$ cat config.mk
export PLATFORM = sky130hd
export DESIGN_NAME = pipeline_skid_reg
export DESIGN_NICKNAME = d
export VERILOG_FILES = /design/src/rtl/pipe_pkg.sv /design/src/rtl/pipe_sat_counter.sv /design/src/rtl/pipeline_skid_reg.sv
export SDC_FILE = /design/constraint.sdc
export NUM_CORES = 1
export LEC_CHECK = 0
export CORE_AREA = 2 2 139 128
export DETAILED_ROUTE_END_ITERATION = 12
export DIE_AREA = 0 0 141 130
export MAX_ROUTING_LAYER = met4
export PLACE_DENSITY = 0.75
export SLEW_MARGIN = 5
export SYNTH_ARGS = -nofsm -noshare
export SYNTH_HDL_FRONTEND = slang
export SYNTH_SLANG_ARGS = --single-unit
export TNS_END_PERCENT = 10
$ cat constraint.sdc
create_clock -name i_clk -period 1.5 [get_ports i_clk]
set_input_delay 0.3 -clock i_clk [delete_from_list [all_inputs] [get_ports i_clk]]
set_output_delay 0.3 -clock i_clk [all_outputs]
set_load 0.1 [all_outputs]
$ cat src/rtl/pipe_pkg.sv
// -----------------------------------------------------------------------------
// pipe_pkg
//   Shared definitions for the elastic pipeline boundary registers:
//     - pipe_state_t        : occupancy state of a pipeline_skid_reg
//     - PIPE_CNT_W_DEFAULT  : default width of the performance counters
//     - stage payload structs, which stages cast to the DATA_W payload vector
//       of the boundary register they drive
//   No ports. This is a package.
// -----------------------------------------------------------------------------
package pipe_pkg;

  // Occupancy of the boundary register:
  //   EMPTY : no entry held
  //   FULL  : main entry only
  //   SKID  : main entry plus one skid entry
  typedef enum logic [1:0] {
    EMPTY = 2'd0,
    FULL  = 2'd1,
    SKID  = 2'd2
  } pipe_state_t;

  localparam int PIPE_CNT_W_DEFAULT = 32;

  // Payload carried across the execute -> memory boundary.
  typedef struct packed {
    logic [1:0]  result_src;
    logic        mem_we;
    logic        reg_we;
    logic [31:0] pc_plus4;
    logic [31:0] pc_target;
    logic [31:0] imm_ext;
    logic [31:0] alu_result;
    logic [31:0] write_data;
    logic [2:0]  func3;
    logic [3:0]  cause;
    logic [4:0]  rd_addr;
  } mem_stage_t;

  localparam int MEM_STAGE_W = $bits(mem_stage_t);

endpackage : pipe_pkg

$ cat src/rtl/pipe_sat_counter.sv
// -----------------------------------------------------------------------------
// pipe_sat_counter
//   Saturating up-counter used for pipeline performance statistics. It
//   advances by one on every clock edge where inc is high and stops at
//   all-ones rather than wrapping. Only reset clears it.
//
//   Parameters:
//     CNT_W   : counter width in bits
//   Ports:
//     i_clk    in   1      clock, rising edge
//     i_arst_n in   1      asynchronous active-low reset (clears count)
//     i_inc    in   1      count this cycle
//     o_cnt    out  CNT_W  current count, registered
// -----------------------------------------------------------------------------
module pipe_sat_counter
  import pipe_pkg::*;
#(
  parameter int CNT_W = PIPE_CNT_W_DEFAULT
) (
  input  logic             i_clk,
  input  logic             i_arst_n,
  input  logic             i_inc,
  output logic [CNT_W-1:0] o_cnt
);

  logic at_max;

  assign at_max = &o_cnt;

  // NOTE: state is updated with non-blocking (<=) assignments so every flop
  // samples the pre-edge values of its inputs regardless of statement order.
  always_ff @(posedge i_clk or negedge i_arst_n) begin
    if (!i_arst_n) begin
      o_cnt <= '0;
    end else if (i_inc && !at_max) begin
      o_cnt <= o_cnt + CNT_W'(1);
    end
  end

endmodule : pipe_sat_counter

$ cat src/rtl/pipeline_skid_reg.sv
// -----------------------------------------------------------------------------
// pipeline_skid_reg
//   Elastic pipeline register for an inter-stage boundary. Both sides use a
//   valid/ready handshake. A two-entry skid buffer (main + skid) lets o_ready
//   come straight from a flop, so there is no combinational path from i_ready
//   to o_ready. Ordering is strict FIFO: main is always presented first and
//   the skid entry moves into main when main drains.
//
//   Parameters:
//     DATA_W        : payload width (>= 1); stages pack their struct into it
//     RESET_PAYLOAD : 1 = payload flops reset to 0, 0 = payload flops unreset
//     CNT_W         : performance counter width
//
//   Build option:
//     PIPE_PERF_CNT_EN : when defined, o_stall_cnt / o_bubble_cnt are
//                        saturating counters. Otherwise both are tied to 0
//                        and no counter flops exist.
//
//   Ports:
//     i_clk        in   1       clock, rising edge
//     i_arst_n     in   1       asynchronous active-low reset
//     i_flush      in   1       synchronous kill of all held entries
//     i_valid      in   1       upstream payload valid
//     i_data       in   DATA_W  upstream payload
//     o_ready      out  1       can accept (registered)
//     o_valid      out  1       downstream payload valid (registered)
//     o_data       out  DATA_W  downstream payload, from main entry
//     i_ready      in   1       downstream accepts
//     o_stall_cnt  out  CNT_W   cycles with o_valid=1 and i_ready=0
//     o_bubble_cnt out  CNT_W   cycles with o_valid=0
// -----------------------------------------------------------------------------
module pipeline_skid_reg
  import pipe_pkg::*;
#(
  parameter int DATA_W        = 64,
  parameter bit RESET_PAYLOAD = 1'b1,
  parameter int CNT_W         = PIPE_CNT_W_DEFAULT
) (
  input  logic              i_clk,
  input  logic              i_arst_n,
  input  logic              i_flush,
  input  logic              i_valid,
  input  logic [DATA_W-1:0] i_data,
  output logic              o_ready,
  output logic              o_valid,
  output logic [DATA_W-1:0] o_data,
  input  logic              i_ready,
  output logic [CNT_W-1:0]  o_stall_cnt,
  output logic [CNT_W-1:0]  o_bubble_cnt
);

  // ---------------------------------------------------------------------------
  // State
  // ---------------------------------------------------------------------------
  pipe_state_t       state, state_nxt;
  logic              main_vld, skid_vld;
  logic [DATA_W-1:0] main_dat, skid_dat;
  logic [DATA_W-1:0] main_dat_nxt, skid_dat_nxt;

  logic in_fire;
  logic out_fire;
  logic main_load;       // main <= i_data
  logic main_from_skid;  // main <= skid (skid drains into main)
  logic skid_load;       // skid <= i_data

  assign o_valid = main_vld;
  assign o_ready = ~skid_vld;
  assign o_data  = main_dat;

  assign in_fire  = i_valid & o_ready;
  assign out_fire = main_vld & i_ready;

  // ---------------------------------------------------------------------------
  // Next-state and payload steering
  // ---------------------------------------------------------------------------
  // NOTE: every signal written here gets a default first; otherwise a path
  // that does not assign it would hold its old value and infer a latch.
  always_comb begin
    state_nxt      = state;
    main_load      = 1'b0;
    main_from_skid = 1'b0;
    skid_load      = 1'b0;

    if (i_flush) begin
      // Flush beats everything: held entries die and any incoming beat is
      // dropped. A beat leaving this cycle has already gone downstream.
      state_nxt = EMPTY;
    end else begin
      unique case (state)
        EMPTY: begin
          if (in_fire) begin
            state_nxt = FULL;
            main_load = 1'b1;
          end
        end

        FULL: begin
          unique case ({in_fire, out_fire})
            2'b11: main_load = 1'b1;
            2'b10: begin
              state_nxt = SKID;
              skid_load = 1'b1;
            end
            2'b01: state_nxt = EMPTY;
            default: ;
          endcase
        end

        SKID: begin
          // o_ready is low here, so nothing can enter.
          if (out_fire) begin
            state_nxt      = FULL;
            main_from_skid = 1'b1;
          end
        end

        default: state_nxt = EMPTY;
      endcase
    end
  end

  always_comb begin
    main_dat_nxt = main_dat;
    skid_dat_nxt = skid_dat;
    if (main_load) begin
      main_dat_nxt = i_data;
    end else if (main_from_skid) begin
      main_dat_nxt = skid_dat;
    end
    if (skid_load) begin
      skid_dat_nxt = i_data;
    end
  end

  // ---------------------------------------------------------------------------
  // Control flops: always reset
  // ---------------------------------------------------------------------------
  always_ff @(posedge i_clk or negedge i_arst_n) begin
    if (!i_arst_n) begin
      state    <= EMPTY;
      main_vld <= 1'b0;
      skid_vld <= 1'b0;
    end else begin
      state    <= state_nxt;
      main_vld <= (state_nxt != EMPTY);
      skid_vld <= (state_nxt == SKID);
    end
  end

  // ---------------------------------------------------------------------------
  // Payload flops: reset is optional
  // ---------------------------------------------------------------------------
  // NOTE: the valid bits alone say whether an entry means anything, so wide
  // payload flops may go without reset. They then come up undefined, which
  // is harmless because nothing consumes them while the valid bits are low.
  generate
    if (RESET_PAYLOAD) begin : g_payload_rst
      always_ff @(posedge i_clk or negedge i_arst_n) begin
        if (!i_arst_n) begin
          main_dat <= '0;
          skid_dat <= '0;
        end else begin
          main_dat <= main_dat_nxt;
          skid_dat <= skid_dat_nxt;
        end
      end
    end else begin : g_payload_norst
      always_ff @(posedge i_clk) begin
        main_dat <= main_dat_nxt;
        skid_dat <= skid_dat_nxt;
      end
    end
  endgenerate

  // ---------------------------------------------------------------------------
  // Performance counters
  // ---------------------------------------------------------------------------
`ifdef PIPE_PERF_CNT_EN
  // A flush cycle counts by the o_valid/i_ready seen before the flush.
  pipe_sat_counter #(
    .CNT_W (CNT_W)
  ) u_stall_cnt (
    .i_clk    (i_clk),
    .i_arst_n (i_arst_n),
    .i_inc    (main_vld & ~i_ready),
    .o_cnt    (o_stall_cnt)
  );

  pipe_sat_counter #(
    .CNT_W (CNT_W)
  ) u_bubble_cnt (
    .i_clk    (i_clk),
    .i_arst_n (i_arst_n),
    .i_inc    (~main_vld),
    .o_cnt    (o_bubble_cnt)
  );
`else
  assign o_stall_cnt  = '0;
  assign o_bubble_cnt = '0;
`endif

  // ---------------------------------------------------------------------------
  // Invariant: a stalled output beat must hold its payload.
  // ---------------------------------------------------------------------------
  a_data_hold : assert property (
    @(posedge i_clk) disable iff (!i_arst_n)
      (o_valid && !i_ready) |=> $stable(o_data)
  );

endmodule : pipeline_skid_reg

======== After elaboration in Yosys (flattened, before gate mapping) ========
Cells that the tools add are included.
word-level totals
  word-level logic and storage cells ...... 34
  register bits ........................... 132
cells by class
  equal/unequal tests ..................... 6
  reduce and logical (&&, ||, !) cells .... 3
  bitwise logic cells ..................... 3
  multiplexer cells ....................... 17
operators by type and width
  kind                  number
  $mux W64              2
  $mux W1               9
  $eq A2 B2 Y1 const B  4
  $mux W2               3
  $pmux W2 S3           1
  $eq A2 B1 Y1 const B  2
  $pmux W2 S2           1
  $reduce_bool A2 Y1    2
  $and A1 B1 Y1         2
  $logic_not A2 Y1      1
  $pmux W1 S2           1
  $not A1 Y1            1

======== Depth between registers and ports, before layout ========
Gate-level depths: netlist (run 1).
  depth in word-level cells ............... 7
  depth in mapped cells ................... 5

======== Worst setup path before layout (run 1) ========
Ideal clock, no wire load.
  kind .................................... reg-to-reg
  from .................................... register main_vld, in the netlist o_valid
  to ...................................... register skid_dat[10]
  period minus slack after synthesis ...... 2,170 ps
  required time ........................... 1,372 ps
  buffers on the path ..................... 2
  data arrival time ....................... 2,042 ps
  setup slack ............................. -670 ps
  stages on the path, launching flop included .. 6
  path through ............................ dfrtp_1 -> nand2_1 -> clkbuf_1 -> nand3_2 -> buf_2 -> mux2_1
between the ends
  word-level cells in the longest chain between the ends .. 5
ends and longest elaborated chain
  item                    RTL line                  source
  from (decl)             pipeline_skid_reg.sv:56   logic main_vld, skid_vld;
  from (signal assigned)  pipeline_skid_reg.sv:145  main_vld <= (state_nxt != EMPTY);
  $and A1 B1 Y1           pipeline_skid_reg.sv:71   assign out_fire = main_vld & i_ready;
  $eq A2 B2 Y1            pipeline_skid_reg.sv:98   unique case ({in_fire, out_fire})
  $mux W1                 pipeline_skid_reg.sv:98
  $mux W1                 pipeline_skid_reg.sv:89   unique case (state)
  $mux W1                 pipeline_skid_reg.sv:84   if (i_flush) begin
  to (signal assigned)    pipeline_skid_reg.sv:164  skid_dat <= skid_dat_nxt;
  to (decl)               pipeline_skid_reg.sv:57   logic [DATA_W-1:0] main_dat, skid_dat;
No other way between the ends.
A chain may end at the register's enable or synchronous reset.

======== Final worst setup path (run 1) ========
  from .................................... register state[1]
  to ...................................... register main_dat[34], in the netlist o_data[34]
between the ends
  word-level cells in the longest chain between the ends .. 4
ends and longest elaborated chain
  item                                                   RTL line                  source
  from (decl)                                            pipeline_skid_reg.sv:55   pipe_state_t state, state_nxt;
  from (signal assigned)                                 pipeline_skid_reg.sv:144  state <= state_nxt;
  $eq A2 B1 Y1, or another cell as far along             pipeline_skid_reg.sv:89
  $pmux W1 S2 / $mux W1 (equally long branches)          pipeline_skid_reg.sv:89
  $mux W1                                                pipeline_skid_reg.sv:84
  $mux W64 / $reduce_bool A2 Y1 (equally long branches)  --
  to (signal assigned)                                   pipeline_skid_reg.sv:163  main_dat <= main_dat_nxt;
  to (decl)                                              pipeline_skid_reg.sv:57
Parallel ways exist; a longest one is shown, timed or not.

==> results of run 1 <==
==> worst max-delay path, stage by stage, from the launching register on <==
cell and delay (ns):
sky130_fd_sc_hd__dfrtp_1 0.41, sky130_fd_sc_hd__nor4b_4 0.37, sky130_fd_sc_hd__buf_4 0.26, sky130_fd_sc_hd__nand2_4 0.10, sky130_fd_sc_hd__clkbuf_16 0.21, sky130_fd_sc_hd__a2bb2oi_1 0.15
==> synth_stat cells <==
library cell,instances
sky130_fd_sc_hd__dfrtp_1,132
sky130_fd_sc_hd__a2bb2oi_1,64
sky130_fd_sc_hd__a32oi_1,64
sky130_fd_sc_hd__buf_4,64
sky130_fd_sc_hd__mux2_1,60
sky130_fd_sc_hd__o21ai_0,55
sky130_fd_sc_hd__clkbuf_1,36
sky130_fd_sc_hd__buf_2,16
sky130_fd_sc_hd__o21ai_1,9
sky130_fd_sc_hd__mux2_2,4
sky130_fd_sc_hd__nor2_1,3
sky130_fd_sc_hd__nand2_1,2
sky130_fd_sc_hd__a21bo_2,1
sky130_fd_sc_hd__a21oi_1,1
sky130_fd_sc_hd__a221oi_1,1
sky130_fd_sc_hd__and2_1,1
sky130_fd_sc_hd__buf_1,1
sky130_fd_sc_hd__buf_6,1
sky130_fd_sc_hd__conb_1,1
sky130_fd_sc_hd__inv_1,1
sky130_fd_sc_hd__nand3_2,1
sky130_fd_sc_hd__nor2b_1,1
sky130_fd_sc_hd__nor3b_1,1
sky130_fd_sc_hd__nor4b_4,1
sky130_fd_sc_hd__o32ai_1,1
sky130_fd_sc_hd__or3b_2,1
sky130_fd_sc_hd__xor2_1,1
==> timing repair <==
item / CTS / global route
endpoints found under the setup margin: 131 / 131
gates resized for setup: 14 / 5
gates cloned: 0 / 2
hold endpoints to repair: 36 / 0
hold buffers: 1 / 0
==> cell families after synthesis <==
group                  Yosys count  share of synthesized area [%]
AO/OA/AOI/OAI                  196                           23.4
XOR/XNOR                         1                          0.139
other                            1                         0.0595
AND/OR/NAND/NOR                 11                           1.29
flip-flops                     132                           52.4
buffers and inverters          119                           11.3
multiplexers                    64                           11.4
==> final cells by class <==
| cell class | count | area (µm²) | area share [%] |
|---|---|---|---|
| flip-flops and latches | 132 | 3310 | 35.7 |
| multi-input cells | 336 | 2590 | 28.0 |
| repair buffers | 169 | 2490 | 26.9 |
| clock buffers | 18 | 429 | 4.63 |
| well taps | 216 | 270 | 2.91 |
| clock inverters | 14 | 176 | 1.90 |
| inverters | 1 | 6.26 | 0.0675 |
==> registers in the layout (all words and copies together) (netlist names) <==
signal,flops
o_data,64
o_valid,1
skid_dat,64
skid_vld,1
state,2
==> routing by layer <==
layer | global-route usage (%) | part of all wire (%)
met3 | 4.70 | 7.2
met5 | - | 0
met4 | 6.29 | 1.4
met1 | 23.4 | 40
met2 | 30.8 | 51
==> power by group <==
group / switching (mW) / internal [mW] / leakage [nW]
sequential: 1.11 / 4.98 / 1.53
clock: 1.61 / 2.63 / 0.280
combinational: 5.97 / 3.38 / 2.13
==> path summary, 6_finish.rpt <==
kind	cells after the start	endpoint	slack (ns)	startpoint
max in group asynchronous	3	skid_dat[43]	0.54	i_arst_n
min	2	o_data[16]	0.39	i_arst_n
min reg2reg	1	skid_dat[3]	0.49	skid_dat[3]
min in group i_clk	2	o_data[10]	0.49	i_data[10]
max	5	o_data[34]	-0.13	state[1]
max reg2reg	5	o_data[34]	-0.13	state[1]
==> stage by stage <==
step | cell area (µm²) | std cells | worst slack, ns | power, mW
6_report | 9270 | 886 | -0.134 | 19.7
5_1_grt | 9270 | 886 | -0.228 | 20.4
4_1_cts | 9200 | 884 | -0.131 | 19.7
3_5_place_dp | 8540 | 851 | -0.507 | 15.3
3_3_place_gp | 8540 | 851 | -0.436 | 15.0
2_1_floorplan | 6610 | 587 | -0.129 | 11.9
==> results.md, run 1 <==
| Parameter | Reported | Unit |
|:---|:---|:---|
| WL final | 17200 | µm |
| H-tree level count | 4 | - |
| Share of Yosys cell area claimed by the top area cell type | 52.4 | % |
| Clk root buf | sky130_fd_sc_hd__clkbuf_16 | - |
| Area of the placeable core | 17100 | µm² |
| Clock Skew | 0.00853 | ns |
| Top post-synthesis cells by area | sky130_fd_sc_hd__dfrtp_1 (52%), sky130_fd_sc_hd__mux2_1 (11%), sky130_fd_sc_hd__a2bb2oi_1 (8.9%) | - |
| Outcome | finished with violations | - |
| Residual DRC | 0 | - |
| Total overflow reported by the global router | 0 | - |
| Netlist cell types | 27 | - |
| Die ar. | 18300 | µm² |
| Global placement routability congestion | 0.800 | - |
| Avg Cell Area, Syn | 12.0 | µm² |
| DRT antenna net count | 0 | - |
| Cts bufs inserted | 17 | - |
| Max Clk Rate | 612 | MHz |
| Via density per instance | 5.67 | - |
| Die X-Extent | 141 | µm |
| Setup repair after global routing missed its margin | true | - |
| Number of top-level pins | 199 | - |
| Starting Density | 36.9 | % |
| Clock latency of the later-clocked register in the worst-skew pair | 0.41 | ns |
| Global-route total usage across every layer | 18.9 | % |
| Required time of the critical path | 1.79 | ns |
| Critical path start-end classification | reg -> reg | - |
| Number of antenna repair diodes | 0 | - |
| Largest fanout of any net on the critical path | 21 | - |
| Number of setup buffers added after CTS | 0 | - |
| Half-perimeter wire length after placement | 11000 | µm |
| Antenna violations before repair | 0 | - |
| Buffer depth of the longest clock path | 2 | - |
| Final setup viols | 130 | - |
| Min Clock Period, post-route | 1.63 | ns |
| Max Transition Viols Final | 0 | - |
| Type of the most critical hold path | in -> async | - |
| # nets final | 726 | - |
| Share of final-layout standard cells stronger than drive strength 1 | 23.4 | % |
| Clock net sink count | 132 | - |
| Largest voltage drop on the vdd net | 1.29 | mV |
| Critical path startpoint category | flop | - |
| Most common library cell in the layout ignoring fill and taps | sky130_fd_sc_hd__dfrtp_1 | - |
| Minimum setup slack in the final design | -0.134 | ns |
| Final standard cell utilization of the core | 54.2 | % |
| Cell taking the most area after synthesis | sky130_fd_sc_hd__dfrtp_1 | - |
| Synth Register Bits | 132 | - |
| Leak | 3.93 | nW |
| Nature of the critical path endpoint | flop | - |
| Initial DRT Pass Iterations | 4 | - |
| Via count | 5027 | - |
| Commonest cells after routing, fill and taps aside | sky130_fd_sc_hd__dfrtp_1 (131), sky130_fd_sc_hd__buf_12 (80), sky130_fd_sc_hd__clkdlybuf4s50_1 (67) | - |
| Final Cycle Share | 109 | % |
| CTS tree | yes | - |
| Post-Syn Area | 6310 | µm² |
| Wire length of the first global-routing pass | 26400 | µm |
| Via count of the first global-routing pass | 5029 | - |
| DR WL/cell | 19.4 | µm |
| Iteration-0 DRC count of the detailed router | 301 | - |
| Vertical extent of the die | 130 | µm |
| Total negative slack | -11.67 | ns |
| Number of warnings issued by yosys | 0 | - |
| Violated checks | negative setup slack | - |
| Synth Instances | 524 | - |
| Clock transition at path regs | 0.06 | ns |
| Pin count of the biggest net entering global routing | 44 | - |
| Count of filler cells inserted in the layout | 1416 | - |
| Worst hold slack after final layout | 0.393 | ns |
| Power Dens Cells | 2120 | nW/µm² |
| Fin. Hold Viols | 0 | - |
| Area grow syn2layout | 47.0 | % |
| Count of buffers inserted at the top-level ports | 134 | - |
| Number of maximum-capacitance constraint violations | 0 | - |
| Sequential-to-total area share from yosys stat | 52.4 | % |
| Worst path arrival time | 1.92 | ns |
| Site Rows | 46 | - |
(Power assumes the default switching activity.)
==> run 2, diff against run 1 <==
Settings changed: ABC_AREA set to 1, CORE_AREA 2 2 139 128 to 2 2 142 131, DIE_AREA 0 0 141 130 to 0 0 144 133.
==> run 2 against run 1 <==
The flow now finishes without violations. Clock skew shrank 0.0017 ns. Wire length decreased by 7.1%. Via count up 9.6%. Sequential power is 5.3% higher. Critical endpoint is now o_data[2].
==> results.md, run 2 <==
| Parameter | Reported | Unit |
|:---|:---|:---|
| Outcome | finished clean | - |
| Leak | 5.04 | nW |
| Nature of the critical path endpoint | flop | - |
| Netlist cell types | 20 | - |
| Via density per instance | 4.45 | - |
| Largest voltage drop on the vdd net | 1.53 | mV |
| Most common library cell in the layout ignoring fill and taps | sky130_fd_sc_hd__nand2_1 | - |
| Critical path start-end classification | reg -> reg | - |
| Worst reg-to-reg setup slack | 0.06 | ns |
| Clk root buf | sky130_fd_sc_hd__clkbuf_16 | - |
| Top post-synthesis cells by area | sky130_fd_sc_hd__dfrtp_1 (50%), sky130_fd_sc_hd__nand2_1 (15%), sky130_fd_sc_hd__nand3_1 (10%) | - |
| Avg Cell Area, Syn | 7.86 | µm² |
| Synth Instances | 840 | - |
| Pin count of the biggest net entering global routing | 57 | - |
| Initial DRT Pass Iterations | 5 | - |
| Count of filler cells inserted in the layout | 1618 | - |
| Flip-flop cell with the highest count after synthesis | sky130_fd_sc_hd__dfrtp_1 | - |
| Number of top-level pins | 199 | - |
| Final Cycle Share | 96.2 | % |
| Cts bufs inserted | 17 | - |
| Number of antenna repair diodes | 0 | - |
| Max Transition Viols Final | 0 | - |
| Global-route total usage across every layer | 17.9 | % |
| Antenna violations before repair | 0 | - |
| Site Rows | 47 | - |
| Min Clock Period, post-route | 1.44 | ns |
| Vertical extent of the die | 133 | µm |
| Most common cell in the synthesized netlist | sky130_fd_sc_hd__nand2_1 | - |
| Number of cells in the design after placement | 1206 | - |
| Total overflow reported by the global router | 0 | - |
| Number of maximum-capacitance constraint violations | 0 | - |
| Largest fanout of any net on the critical path | 19 | - |
| DRT antenna net count | 0 | - |
| List of most frequent post-synthesis cells | sky130_fd_sc_hd__nand2_1 (255), sky130_fd_sc_hd__nand3_1 (138), sky130_fd_sc_hd__dfrtp_1 (132) | - |
| WL final | 16000 | µm |
| Design Area, Final | 9470 | µm² |
| Fin. Hold Viols | 0 | - |
| Number of setup buffers added after CTS | 0 | - |
| Max Clk Rate | 693 | MHz |
| Clock Skew | 0.00679 | ns |
| Critical path startpoint category | flop | - |
| Synth Register Bits | 132 | - |
| H-tree level count | 4 | - |
| Area of the placeable core | 17800 | µm² |
| Via count | 5512 | - |
| Wire length of the first global-routing pass | 26500 | µm |
| Clock transition at path regs | 0.06 | ns |
| Power Dens Cells | 2450 | nW/µm² |
| Commonest cells after routing, fill and taps aside | sky130_fd_sc_hd__nand2_1 (253), sky130_fd_sc_hd__nand3_1 (138), sky130_fd_sc_hd__dfrtp_1 (131) | - |
| Half-perimeter wire length after placement | 11000 | µm |
| Post-synthesis async set-or-reset flop share | 100 | % |
| # nets final | 1051 | - |
| Via count of the first global-routing pass | 5517 | - |
| EDFF count, synth | 0 | - |
| Final std cells w/o fill | 1239 | - |
| Residual DRC | 0 | - |
| Sequential-to-total area share from yosys stat | 50.0 | % |
| DR WL/cell | 12.9 | µm |
| Clock net sink count | 132 | - |
| Worst hold slack after final layout | 0.358 | ns |
| Buffer depth of the longest clock path | 2 | - |
| Worst path arrival time | 1.74 | ns |
| Iteration-0 DRC count of the detailed router | 286 | - |
| Share of Yosys cell area claimed by the top area cell type | 50.0 | % |
| Area grow syn2layout | 43.4 | % |
| Final setup viols | 0 | - |
| Setup repair after global routing missed its margin | true | - |
| CTS tree | yes | - |
| Starting Density | 37.0 | % |
| Total placed instance area | 8820 | µm² |
| Global placement routability congestion | 0.770 | - |
| Post-Syn Area | 6600 | µm² |
| Type of the most critical hold path | in -> async | - |
| Number of warnings issued by yosys | 0 | - |
| Required time of the critical path | 1.80 | ns |
| Die X-Extent | 144 | µm |
| Final standard cell utilization of the core | 53.1 | % |
| Clock latency of the later-clocked register in the worst-skew pair | 0.41 | ns |
| Cell taking the most area after synthesis | sky130_fd_sc_hd__dfrtp_1 | - |
| Share of final-layout standard cells stronger than drive strength 1 | 15.0 | % |
| Count of buffers inserted at the top-level ports | 134 | - |
| Die ar. | 19200 | µm² |
-- run 2: cell count changes in the layout (fill, tap and decap cells not counted), moves of 4 or more --
cell                        delta
sky130_fd_sc_hd__nand2_1     +253
sky130_fd_sc_hd__nand3_1     +138
sky130_fd_sc_hd__inv_1       +126
sky130_fd_sc_hd__a2bb2oi_1    -64
sky130_fd_sc_hd__a32oi_1      -64
sky130_fd_sc_hd__mux2_1       -49
sky130_fd_sc_hd__o21ai_0      -40
sky130_fd_sc_hd__o21ai_1      +34
sky130_fd_sc_hd__mux2_4       -11
sky130_fd_sc_hd__buf_4         +5
sky130_fd_sc_hd__inv_2         +4
sky130_fd_sc_hd__mux2_2        -4
sky130_fd_sc_hd__o21ai_2       +4
-- run 2: final timing paths --
| check | end | start | cells after the start |
|---|---|---|---|
| hold reg to reg | skid_dat[0] | skid_dat[0] | 2 |
| hold / removal | skid_dat[40] | i_arst_n | 2 |
| min in group i_clk | skid_dat[19] | i_data[19] | 3 |
| setup / recovery | o_data[2] | o_valid | 8 |
| max in group asynchronous | o_data[50] | i_arst_n | 3 |
| setup reg to reg | o_data[2] | o_valid | 8 |
-- run 2: per-layer routing --
metal	part of all wire, %	track usage [%]
met3	4.9	4.13
met5	0	-
met4	0.74	5.28
met1	44	22.4
met2	51	28.9
-- run 2: final cells by class --
| class | count | area (µm²) | share of cell area [%] |
|---|---|---|---|
| Clock buffer | 23 | 478 | 5.05 |
| Clock inverter | 8 | 124 | 1.31 |
| Multi-Input combinational cell | 531 | 2330 | 24.6 |
| Sequential cell | 132 | 3310 | 34.9 |
| Timing Repair Buffer | 169 | 2430 | 25.6 |
| Tap cell | 245 | 307 | 3.24 |
| Inverter | 131 | 497 | 5.25 |
-- run 2: cells by family (layout without fill, tap and decap cells) --
logic type	Yosys count	count (layout)	share of synthesized area, %
buffers and inverters	240	331	18.7
and+or+nand+nor	405	405	26.3
AOI/OAI and AO/OA	62	62	4.93
DFF	132	132	50.0
other	1	64	0.0568
-- run 2: timing repair --
item	4_1_cts	5_1_grt
hold buffers	1	0
setup endpoints to repair	0	47
resized for setup	0	1
endpoints found under the hold margin	31	0
-- run 2: per-stage QoR --
stage	setup slack, ns	power (mW)	setup TNS, ns
after floorplan	0.00811	14.4	0
after global placement	-0.292	18.8	-27.13
after detailed placement	-0.310	19.0	-29.38
after CTS	0.0329	23.4	0
after global routing	-0.0347	24.3	-0.336
final	0.0576	23.2	0
-- run 2: power breakdown --
group | switching, mW | internal (mW) | total [mW]
combinational | 8.35 | 4.21 | 12.6
clock | 1.50 | 2.74 | 4.24
sequential | 1.31 | 5.10 | 6.41
total | 11.2 | 12.0 | 23.2
-- run 2: worst max-delay path, cell delays in order, from the launching register on --
cell and delay (ns):
sky130_fd_sc_hd__dfrtp_4 0.50, sky130_fd_sc_hd__nand2_4 0.09, sky130_fd_sc_hd__nand2_2 0.08, sky130_fd_sc_hd__nand3_4 0.08
sky130_fd_sc_hd__buf_4 0.20, sky130_fd_sc_hd__buf_12 0.16, sky130_fd_sc_hd__nand2_1 0.06, sky130_fd_sc_hd__nand3_1 0.08
sky130_fd_sc_hd__nand2_1 0.06
